$ cat src/rtl/mac_window_acc_if.sv
// Beat-in / result-out bundle for the windowed MAC accumulator.
// The producer/consumer side (bench or upstream logic) uses the master
// modport; the accumulator itself uses the slave modport.
interface mac_window_acc_if #(
  parameter int PROD_W = 11,
  parameter int BIAS_W = 12,
  parameter int ACC_W  = 17,
  parameter int OUT_W  = 7
);
  logic                     win_clr;
  logic                     in_valid;
  logic                     in_ready;
  logic        [PROD_W-1:0] in_prod;
  logic                     in_neg;
  logic signed [BIAS_W-1:0] bias;
  logic                     out_valid;
  logic                     out_ready;
  logic signed [ACC_W-1:0]  out_raw;
  logic        [OUT_W-1:0]  out_act;

  modport master (
    output win_clr, in_valid, in_prod, in_neg, bias, out_ready,
    input  in_ready, out_valid, out_raw, out_act
  );

  modport slave (
    input  win_clr, in_valid, in_prod, in_neg, bias, out_ready,
    output in_ready, out_valid, out_raw, out_act
  );
endinterface

$ cat src/rtl/mac_window_acc.sv
// Windowed multiply-accumulate consumer for the 7x4 approximate multiplier.
// Sums WIN signed products on top of a per-window bias, then presents the
// raw sum together with a ReLU'd, shifted, saturated activation that feeds
// the next layer's multiplier A operand.
module mac_window_acc #(
  parameter int PROD_W = 11,
  parameter int WIN    = 25,
  parameter int BIAS_W = 12,
  parameter int ACC_W  = 17,
  parameter int SHIFT  = 4,
  parameter int OUT_W  = 7
) (
  input  logic              clk,
  input  logic              rst,
  mac_window_acc_if.slave   bus
);

  localparam int CNT_W = (WIN > 1) ? $clog2(WIN) : 1;
  localparam logic [CNT_W-1:0] LAST_CNT = CNT_W'(WIN - 1);
  localparam logic signed [ACC_W-1:0] ACT_MAX = ACC_W'((1 << OUT_W) - 1);

  typedef enum logic {
    ACC  = 1'b0,
    HOLD = 1'b1
  } state_t;

  state_t                   state;
  state_t                   state_nxt;
  logic        [CNT_W-1:0]  cnt;
  logic signed [ACC_W-1:0]  acc;
  logic signed [ACC_W-1:0]  base;
  logic signed [ACC_W-1:0]  term;
  logic signed [ACC_W-1:0]  sum;
  logic signed [ACC_W-1:0]  raw;
  logic        [OUT_W-1:0]  act;
  logic                     ready;
  logic                     accept;
  logic                     last_beat;

  // Sign-extend the bias into the accumulator width.
  function automatic logic signed [ACC_W-1:0] sext_bias(
    input logic signed [BIAS_W-1:0] b
  );
    return {{(ACC_W-BIAS_W){b[BIAS_W-1]}}, b};
  endfunction

  // Zero-extend the unsigned product magnitude into the accumulator width.
  function automatic logic signed [ACC_W-1:0] zext_prod(
    input logic [PROD_W-1:0] p
  );
    return {{(ACC_W-PROD_W){1'b0}}, p};
  endfunction

  // ReLU, arithmetic shift down, then clamp to the unsigned activation range.
  function automatic logic [OUT_W-1:0] activate(
    input logic signed [ACC_W-1:0] s
  );
    logic signed [ACC_W-1:0] sh;
    sh = s >>> SHIFT;
    if (s[ACC_W-1]) begin
      return '0;
    end
    if (sh > ACT_MAX) begin
      return '1;
    end
    return sh[OUT_W-1:0];
  endfunction

  // The first beat of a window starts from the bias instead of the stale acc.
  always_comb begin
    base      = (cnt == '0) ? sext_bias(bus.bias) : acc;
    term      = bus.in_neg ? -zext_prod(bus.in_prod) : zext_prod(bus.in_prod);
    sum       = base + term;
    last_beat = (cnt == LAST_CNT);
    // win_clr wins over a beat arriving in the same cycle.
    accept    = bus.in_valid && ready && !bus.win_clr;
  end

  // State register.
  always_ff @(posedge clk or posedge rst) begin
    if (rst) begin
      state <= ACC;
    end else begin
      state <= state_nxt;
    end
  end

  // Next-state logic: collect until the last beat, hold until taken or cleared.
  always_comb begin
    state_nxt = state;
    unique case (state)
      ACC: begin
        if (accept && last_beat) begin
          state_nxt = HOLD;
        end
      end
      HOLD: begin
        if (bus.win_clr || bus.out_ready) begin
          state_nxt = ACC;
        end
      end
      default: state_nxt = ACC;
    endcase
  end

  // Output logic: ready only while collecting and out of reset; valid in HOLD.
  always_comb begin
    ready         = (state == ACC) && !rst;
    bus.in_ready  = ready;
    bus.out_valid = (state == HOLD);
  end

  // Accumulator, beat counter and result registers.
  always_ff @(posedge clk or posedge rst) begin
    if (rst) begin
      acc <= '0;
      cnt <= '0;
      raw <= '0;
      act <= '0;
    end else if ((state == ACC) && bus.win_clr) begin
      acc <= '0;
      cnt <= '0;
    end else if (accept) begin
      if (last_beat) begin
        acc <= '0;
        cnt <= '0;
        raw <= sum;
        act <= activate(sum);
      end else begin
        acc <= sum;
        cnt <= cnt + 1'b1;
      end
    end
  end

  assign bus.out_raw = raw;
  assign bus.out_act = act;

endmodule

$ cat src/flat_wrapper.sv
// flat-port wrapper written by rule: the top's interface ports become plain ports
module mac_window_acc_flat 
#(
  parameter int PROD_W = 11,
  parameter int WIN    = 25,
  parameter int BIAS_W = 12,
  parameter int ACC_W  = 17,
  parameter int SHIFT  = 4,
  parameter int OUT_W  = 7
)
  (clk, rst, bus_win_clr, bus_in_valid, bus_in_prod, bus_in_neg, bus_bias, bus_out_ready, bus_in_ready, bus_out_valid, bus_out_raw, bus_out_act);
  mac_window_acc_if #(.PROD_W(PROD_W), .BIAS_W(BIAS_W), .ACC_W(ACC_W), .OUT_W(OUT_W)) bus_i ();
  input  logic clk;
  input  logic rst;
  input wire logic [$bits(bus_i.win_clr)-1:0] bus_win_clr;
  input wire logic [$bits(bus_i.in_valid)-1:0] bus_in_valid;
  input wire logic [$bits(bus_i.in_prod)-1:0] bus_in_prod;
  input wire logic [$bits(bus_i.in_neg)-1:0] bus_in_neg;
  input wire logic [$bits(bus_i.bias)-1:0] bus_bias;
  input wire logic [$bits(bus_i.out_ready)-1:0] bus_out_ready;
  output wire logic [$bits(bus_i.in_ready)-1:0] bus_in_ready;
  output wire logic [$bits(bus_i.out_valid)-1:0] bus_out_valid;
  output wire logic [$bits(bus_i.out_raw)-1:0] bus_out_raw;
  output wire logic [$bits(bus_i.out_act)-1:0] bus_out_act;
  assign bus_i.win_clr = bus_win_clr;
  assign bus_i.in_valid = bus_in_valid;
  assign bus_i.in_prod = bus_in_prod;
  assign bus_i.in_neg = bus_in_neg;
  assign bus_i.bias = bus_bias;
  assign bus_i.out_ready = bus_out_ready;
  assign bus_in_ready = bus_i.in_ready;
  assign bus_out_valid = bus_i.out_valid;
  assign bus_out_raw = bus_i.out_raw;
  assign bus_out_act = bus_i.out_act;
  mac_window_acc #(.PROD_W(PROD_W), .WIN(WIN), .BIAS_W(BIAS_W), .ACC_W(ACC_W), .SHIFT(SHIFT), .OUT_W(OUT_W)) u_core (.clk(clk), .rst(rst), .bus(bus_i));
endmodule
$ cat config.mk
export PLATFORM = sky130hd
export DESIGN_NAME = mac_window_acc_flat
export DESIGN_NICKNAME = d
export VERILOG_FILES = /design/src/rtl/mac_window_acc_if.sv /design/src/rtl/mac_window_acc.sv /design/src/flat_wrapper.sv
export SDC_FILE = /design/constraint.sdc
export NUM_CORES = 1
export LEC_CHECK = 0
export BUFFER_PORTS_ARGS = -buffer_cell sky130_fd_sc_hd__buf_2
export CAP_MARGIN = 20
export CELL_PAD_IN_SITES_DETAIL_PLACEMENT = 1
export CELL_PAD_IN_SITES_GLOBAL_PLACEMENT = 1
export CORE_MARGIN = 2
export CORE_UTILIZATION = 42
export CTS_CLUSTER_DIAMETER = 80
export DETAILED_ROUTE_END_ITERATION = 12
export GPL_TIMING_DRIVEN = 0
export PLACE_DENSITY = 0.79
export SETUP_SLACK_MARGIN = 0.2
export SYNTH_ARGS = -nofsm -noshare
export SYNTH_HDL_FRONTEND = slang
export SYNTH_SLANG_ARGS = --single-unit
$ cat constraint.sdc
create_clock -name clk -period 4.1 [get_ports clk]
set_input_delay 0.205 -clock clk [delete_from_list [all_inputs] [get_ports clk]]
set_output_delay 0.205 -clock clk [all_outputs]
set_load 0.05 [all_outputs]
Word level (Yosys, flattened, before mapping)
Index checks and enable logic that the tools add are counted.
- $add $sub $neg: 3
- magnitude comparators: 1
- equality and inequality tests: 1
- multiplexer cells: 24
- bitwise operators: 2
- reduce and logical (&&, ||, !) cells: 11
- operator list (operator ; number):
    $mux W17 ; 5
    $mux W7 ; 4
    $add A17 B17 Y17 ; 1
    $neg A11 Y17 ; 1
    $mux W5 ; 3
    $gt A13 B8 Y1 const B ; 1
    $mux W1 ; 11
    $add A5 B1 Y5 const B ; 1
    $eq A5 B5 Y1 const B ; 1
    $logic_and A1 B1 Y1 ; 5
    $logic_not A5 Y1 ; 1
    $reduce_and A3 Y1 ; 1
    $logic_not A1 Y1 ; 2
    $not A1 Y1 ; 2
    $pmux W1 S2 ; 1
    $reduce_bool A2 Y1 ; 1
    $logic_or A1 B1 Y1 ; 1
- bits in registers: 47
- logic and storage cells: 47

Depth between registers and ports, before layout
Gate-level depths: netlist (run 1).
- depth after elaboration: 13
- mapped depth: 18

Worst setup path before layout (run 1)
No wires, ideal clock.
- path type: register to register
- start: register u_core.cnt[0]
- end: register u_core.act[0], in the netlist u_core.bus.out_act[0]
- setup time: 140 ps
- arrival: 3302 ps
- setup slack: 658 ps
- stages on the path, launching flop included: 18
- buffers on the path: 1
- period minus slack after synthesis: 3442 ps
- cells stage by stage: dfrtp_1 -> inv_1 -> ha_1 -> nor2b_1 -> nand2_1 -> clkbuf_1 -> nand2_1 -> nand2_1 -> ha_1 -> inv_1 -> fa_1 -> nand2b_1 -> a21oi_1 -> o21a_1 -> o311ai_0 -> xnor2_1 -> nor3_2 -> o211ai_1
- cells in the longest elaborated chain, start to end: 11
- ends and longest elaborated chain (element ; RTL line ; RTL):
    from (decl) ; mac_window_acc.sv:29 ; logic [CNT_W-1:0] cnt;
    from (signal assigned) ; mac_window_acc.sv:131 ; cnt <= cnt + 1'b1;
    $logic_not A5 Y1 ; mac_window_acc.sv:71 ; base = (cnt == '0) ? sext_bias(bus.bias) : acc;
    $mux W17 ; mac_window_acc.sv:71 ;
    $add A17 B17 Y17 ; mac_window_acc.sv:73 ; sum = base + term;
    $gt A13 B8 Y1 ; mac_window_acc.sv:63 ; if (sh > ACT_MAX) begin
    $mux W1 (2 in series) ; mac_window_acc.sv:63 ;
    $mux W1 ; mac_window_acc.sv:124 ; if (last_beat) begin
    $mux W1 ; mac_window_acc.sv:123 ; end else if (accept) begin
    $mux W1 ; mac_window_acc.sv:120 ; end else if ((state == ACC) && bus.win_clr) begin
    $mux W7 ; mac_window_acc.sv:66 ; return sh[OUT_W-1:0];
    $mux W7 ; mac_window_acc.sv:63 ;
    to (signal assigned) ; mac_window_acc.sv:128 ; act <= activate(sum);
    to (decl) ; mac_window_acc.sv:35 ; logic [OUT_W-1:0] act;
Parallel ways exist; a longest one is shown, timed or not. The select of a mux whose other input is x is not followed.
A chain may end at the register's enable or synchronous reset.

Worst setup path in the final report (run 1)
- start: register u_core.cnt[1]
- end: register u_core.act[0], in the netlist u_core.bus.out_act[0]
The elaborated chain is that of the path after synthesis.

==> results.py, run 1 <==
metrics = {
    "critical_path": {
        "cp_data_arrival_time_ns": 3.92,
        "crit_end": "u_core.bus.out_act[0]",
        "crit_path_top_delay_cell": "dfrtp_1",
        "reg2reg_from": "u_core.cnt[1]",
        "crit_path_end_kind": "register",
        "startpoint_type": "register",
        "startpoint": "u_core.cnt[1]",
        "path_class": "register to register",
        "reg2reg_setup_slack_ns": 0.37,
        "required_ns": 4.29,
        "cp_cell_sequence": "inv_1 > ha_1 > nor2b_1 > nand2_2 > buf_4 > nand2_1 > nand2_1 > ha_1 > a21oi_1 > o21ai_0 > or3_1 > o211ai_1 > o221ai_2 > nor3_4 > buf_12 > o211ai_1",
        "ff2ff_path_depth": 16,
        "r2r_end": "u_core.bus.out_act[0]",
        "critical-path-max-stage-delay_ns": 0.43,
        "crit_fanout": 10,
    },
    "detailed_routing": {
        "drtPass1Iterations": 4,
        "wirelength_mm": 9.43,
        "wl_per_cell_um": 17.3,
        "routed-via-count": 3078,
        "vias_per_cell": 5.65,
        "drc_errors": 0,
        "first_iter_violations": 121,
        "ant_nets": 0,
    },
    "layout": {
        "final_nets": 494,
        "syn2layout_area_growth_pct": 21.0,
        "fin_area_um2": 3820,
        "drive_gt1_frac": 0.211,
        "final_util": 0.526,
        "num_antenna_cells": 0,
    },
    "cts": {
        "clkTransAtPathRegs_ns": 0.10,
        "cts_buffers": 5,
        "h-tree-depth": 2,
        "clock-sinks": 47,
        "cts_tree": "done",
        "clock_latency_ns": 0.31,
        "cts-root-buf": "clkbuf_8",
        "cts_buffer_depth": 2,
    },
    "floorplan": {
        "start_util": 0.435,
        "num_rows": 31,
        "die_h_um": 90.7,
        "core_area_um2": 7250,
        "die_w_um": 90.7,
        "die_area_um2": 8220,
        "ios": 55,
    },
    "timing": {
        "hold_violations": 0,
        "clock-skew-final_ns": 0.00847,
        "tightest_slew_ns": 0.632,
        "post-route-min-period_ns": 3.73,
        "rsz0062_at_grt": "no",
        "maxSlewHeadroom": 0.574,
        "setup_violations": 0,
        "drv_slew": 0,
        "clock.fmax_mhz": 268,
        "period_share": 0.910,
    },
    "global_route": {
        "grt_pass1_wl_mm": 15.8,
        "grt_pass1_vias": 3209,
        "antenna_found_initial": 0,
        "grt.overflow.total": 0,
        "grt_use_total": 0.236,
        "grt_max_degree": 40,
    },
    "yosys": {
        "yosys-top-cells-area": "dfrtp_1, nand2_1, ha_1",
        "syn_avg_cell_area_um2": 8.39,
        "synthArstFlopShare": 1.00,
        "synth_top_cell_area_share": 0.373,
        "syn_inst": 376,
        "synth_edf_count": 0,
        "ys_types": 51,
        "synth_nets": 425,
        "seq_area_frac_synth": 0.373,
        "synthesis.area_um2": 3160,
        "yosysTopAreaCell": "dfrtp_1",
        "synth_seq_cells": 47,
        "yosysWarnings": 0,
        "ys.flop_type": "dfrtp_1",
    },
    "placement": {
        "hpwl_mm": 7.10,
        "gp_congestion": 0.907,
        "place_area_um2": 3570,
        "io_buffers": 54,
    },
    "power": {
        "power.switching_mw": 0.518,
        "seqPwrFrac": 0.367,
        "p_comb_frac": 0.378,
        "power.leakage_nw": 1.92,
        "p_per_area_nw_per_um2": 363,
        "sw_frac_of_total": 0.374,
        "ir_drop_uv": 207,
        "clkPwrFrac": 0.255,
        "p_int_mw": 0.866,
    },
    "job": {
        "maxCapViolCount": 0,
    },
    "hold_path": {
        "min_path_type": "input pin to register",
        "hp-start": "bus_out_ready",
    },
    "run_status": {
        "outcome": "complete, no violations",
    },
}
[synthesized netlist by cell type (2+ instances only)]
cell type	count
xor2_1	4
o311ai_0	2
nand3_1	4
nand2b_1	4
nand4_1	6
nor2_1	22
inv_1	10
a21o_1	5
clkbuf_1	10
or2_2	3
xnor2_1	16
a31oi_1	4
and3_1	3
ha_1	19
nor4b_2	2
a22o_1	13
o22ai_1	5
o21a_1	5
a21boi_0	2
dfrtp_1	47
o31ai_1	7
nand2_1	108
a21oi_1	13
or3_1	3
a211oi_1	4
o31a_1	4
nor3_1	3
o211ai_1	7
o21ai_0	19
[area by class of cell]
class / instances / area (µm²)
Fill cell: 918 / 3440
Multi-Input combinational cell: 306 / 1930
Sequential cell: 47 / 1180
Timing Repair Buffer: 62 / 358
Tap cell: 99 / 124
Buffer: 13 / 78.8
Clock buffer: 5 / 68.8
Clock inverter: 3 / 43.8
Inverter: 10 / 37.5
[critical path: cells and delay by family (launching register included)]
| kind | cells | cell delay (ns) |
|---|---|---|
| flip-flops | 1 | 0.43 |
| adder cells (fa/ha/maj) | 2 | 0.51 |
| AND/OR/NAND/NOR | 6 | 1.20 |
| buffers and inverters | 3 | 0.44 |
| AO/OA/AOI/OAI | 5 | 0.99 |
[cell usage in the layout, fill, tap and decap left out, types with 7 or more instances in the layout]
master    count
nand2_1     107
buf_2        55
dfrtp_1      47
nor2_1       22
o21ai_0      19
ha_1         19
xnor2_1      16
a22o_1       13
a21oi_1      12
inv_1         9
clkbuf_1      8
o211ai_1      7
o31ai_1       7
[through the flow]
step | power, mW | instances | hold WS (ns) | setup TNS, ns | setup slack (ns)
after floorplan | 0.855 | 376 | 0.359 | 0 | 0.658
after global placement | 0.977 | 529 | 0.451 | -0.985 | -0.146
after detailed placement | 0.990 | 530 | 0.158 | -1.08 | -0.167
after CTS | 1.37 | 542 | 0.130 | 0 | 0.208
after global routing | 1.46 | 545 | 0.143 | 0 | 0.122
final | 1.38 | 545 | 0.130 | 0 | 0.369
[layer usage]
layer,global-route usage,part of all wire,up-vias
met5,0,0,-
met1,0.299,0.44,1534
met4,0.0667,0.018,0
met3,0.0317,0.026,18
met2,0.418,0.52,60
li1,-,-,1466
[how the worst min path moves through the flow]
stage / slack [ns] / to / cells after the start
after floorplan: 0.36 / u_core.bus.out_valid / 3
after global placement: 0.45 / u_core.bus.out_valid / 4
after detailed placement: 0.16 / u_core.cnt[4] / 2
after CTS: 0.13 / u_core.bus.out_valid / 4
after global routing: 0.14 / u_core.bus.out_valid / 4
final: 0.13 / u_core.bus.out_valid / 4
[cells by family (layout without fill, tap and decap cells)]
| family | count (synthesis) | count (layout) | synth area share |
|---|---|---|---|
| mux | 1 | 1 | 0.00357 |
| compound gates | 97 | 97 | 0.213 |
| flops | 47 | 47 | 0.373 |
| fa+ha+maj | 20 | 20 | 0.0817 |
| simple gates | 168 | 168 | 0.240 |
| xor+xnor | 20 | 20 | 0.0555 |
| buf+inv | 23 | 93 | 0.0333 |
[what timing repair did]
action                                  in CTS  in global routing
buffers inserted                             3                  3
hold endpoints to repair                    10                  0
gates resized for setup                     10                 10
gates cloned                                 0                  0
pin swaps                                    2                  4
hold buffers                                 1                  0
endpoints found under the setup margin       8                 11
[power by group through the flow]
stage,Clock (mW),Sequential (mW),Combinational [mW]
floorplan,0,0.550,0.304
global placement,0,0.516,0.461
detailed placement,0,0.517,0.473
CTS,0.356,0.508,0.507
global route,0.375,0.512,0.573
finish,0.353,0.508,0.524
[state kept, by name, indices dropped and copies added, names as in the netlist]
signal and count:
u_core.bus.out_valid 1, u_core.cnt 5, u_core.acc 17, u_core.bus.out_raw 17, u_core.bus.out_act 7
Power figures use the tool's default switching activity.
==> run 2: changes to the inputs <==
- clock period: 4.1 -> 3.6 ns (I/O delays scaled with it)
==> run 2 against run 1 <==
Via count grew 2.8%; clock-buffer cell count is the same; sequential share of layout area shrank 2.4 points; final cell count grew 2.2%; worst setup slack lost 0.18 ns; non-clock buffer count grew 12; critical path type unchanged; critical endpoint is now u_core.bus.out_act[4]; highest routed layer unchanged.
==> results.py, run 2 (synthesis results as in run 1) <==
metrics = {
    "run_status": {
        "outcome": "complete, no violations",
    },
    "timing": {
        "clock-skew-final_ns": 0.00569,
        "finalWorstSetupSlack_ns": 0.191,
        "post-route-min-period_ns": 3.41,
        "drv_slew": 0,
        "maxSlewHeadroom": 0.609,
        "rsz0062_at_grt": "yes",
        "tightest_slew_ns": 0.586,
        "hold_violations": 0,
        "period_share": 0.947,
        "clock.fmax_mhz": 293,
        "tns_ns": 0,
        "setup_violations": 0,
    },
    "cts": {
        "clock_latency_ns": 0.31,
        "cts_buffers": 5,
        "clock-sinks": 47,
        "cts_tree": "done",
        "h-tree-depth": 2,
        "clkTransAtPathRegs_ns": 0.09,
        "cts-root-buf": "clkbuf_8",
        "cts_buffer_depth": 2,
    },
    "power": {
        "clkPwrFrac": 0.198,
        "power.switching_mw": 0.637,
        "ir_drop_uv": 172,
        "p_int_mw": 0.983,
        "power.leakage_nw": 2.01,
        "seqPwrFrac": 0.357,
        "p_per_area_nw_per_um2": 391,
        "p_comb_frac": 0.445,
        "sw_frac_of_total": 0.393,
    },
    "floorplan": {
        "num_rows": 31,
        "start_util": 0.435,
        "die_area_um2": 8220,
        "core_area_um2": 7250,
        "ios": 55,
        "die_w_um": 90.7,
        "die_h_um": 90.7,
    },
    "critical_path": {
        "crit_path_end_kind": "register",
        "crit_path_top_delay_cell": "dfrtp_1",
        "cp_common_cell": "o211ai_1",
        "cp_data_arrival_time_ns": 3.60,
        "reg2reg_setup_slack_ns": 0.19,
        "path_class": "register to register",
        "worst-path-buf-inv": 5,
        "crit_fanout": 7,
        "critical-path-max-stage-delay_ns": 0.40,
        "required_ns": 3.79,
        "cp_top_family": "simple AND/OR/NAND/NOR gates",
        "cp_cell_sequence": "inv_1 > ha_2 > nor4b_4 > clkbuf_8 > nand2_1 > nand2_2 > ha_4 > inv_1 > fa_2 > nand2b_4 > a21oi_4 > buf_4 > o211ai_1 > o211ai_1 > o221ai_2 > nor3_4 > buf_6 > o211ai_1",
        "startpoint_type": "register",
    },
    "detailed_routing": {
        "wirelength_mm": 10.3,
        "drtPass1Iterations": 4,
        "drc_errors": 0,
        "vias_per_cell": 5.68,
        "routed-via-count": 3164,
        "wl_per_cell_um": 18.4,
        "first_iter_violations": 86,
        "ant_nets": 0,
    },
    "placement": {
        "io_buffers": 54,
        "pre_cts_ws_ns": -0.765,
        "gp_congestion": 0.899,
        "hpwl_mm": 7.49,
    },
    "layout": {
        "mostFrequentLayoutCells": "nand2_1, buf_2, dfrtp_1",
        "num_antenna_cells": 0,
        "final_util": 0.571,
        "syn2layout_area_growth_pct": 31.2,
        "final_common_cell": "nand2_1",
        "drive_gt1_frac": 0.314,
        "final_nets": 506,
    },
    "global_route": {
        "antenna_found_initial": 0,
        "grt_pass1_vias": 3402,
        "grt.overflow.total": 0,
        "grt_use_total": 0.255,
        "grt_pass1_wl_mm": 16.9,
        "grt_max_degree": 38,
    },
    "job": {
        "maxCapViolCount": 0,
    },
    "hold_path": {
        "min_path_type": "input pin to register",
    },
}
## run 2: layer usage
metal	global-route usage	share of wire	vias up
met3	0.0334	0.023	19
met1	0.309	0.42	1607
met5	0	0	-
met2	0.470	0.53	47
met4	0.0731	0.019	0
li1	-	-	1491
## run 2: worst paths after layout
check	depth (start not counted)	startpoint	to
setup / recovery	18	u_core.cnt[1]	u_core.bus.out_act[4]
hold / removal	4	bus_out_ready	u_core.bus.out_valid
setup reg to reg	18	u_core.cnt[1]	u_core.bus.out_act[4]
hold reg to reg	2	u_core.bus.out_raw[6]	u_core.bus.out_raw[6]
max in group asynchronous	4	rst	u_core.acc[4]
min in group asynchronous	3	rst	u_core.bus.out_valid
## run 2: area by class of cell
cell class                 instances  area [µm²]
buffer                            13        88.8
sequential                        47        1180
multi-input combinational        306        2180
clock inverter                     3        15.0
tap                               99         124
timing repair buffer              74         447
clock buffer                       5        68.8
fill                             875        3110
inverter                          10        37.5
## run 2: tightest hold or removal path, cell delays in order
cell and delay (ns):
buf_2 0.07, nor2_1 0.03, nand2_1 0.06, nand2_1 0.06
## run 2: what timing repair did
action / CTS / global route
endpoints found under the setup margin: 25 / 11
hold buffers: 1 / 0
pin swaps: 12 / 16
gates cloned: 0 / 0
gates resized for setup: 51 / 18
hold endpoints to repair: 12 / 0
buffers inserted: 15 / 3
## run 2: power by group through the flow
stage,Combinational [mW],Clock [mW],Sequential [mW]
2_1_floorplan,0.347,0,0.627
3_3_place_gp,0.524,0,0.588
3_5_place_dp,0.542,0,0.589
4_1_cts,0.675,0.327,0.578
5_1_grt,0.780,0.347,0.583
6_report,0.721,0.321,0.578
## run 2: stage by stage
step	power, mW	std cells	hold slack [ns]	area (µm²)
5_1_grt	1.71	557	0.137	4140
6_report	1.62	557	0.136	4140
4_1_cts	1.58	554	0.103	4020
3_3_place_gp	1.11	529	0.426	3550
2_1_floorplan	0.974	376	0.334	3160
3_5_place_dp	1.13	530	0.154	3570
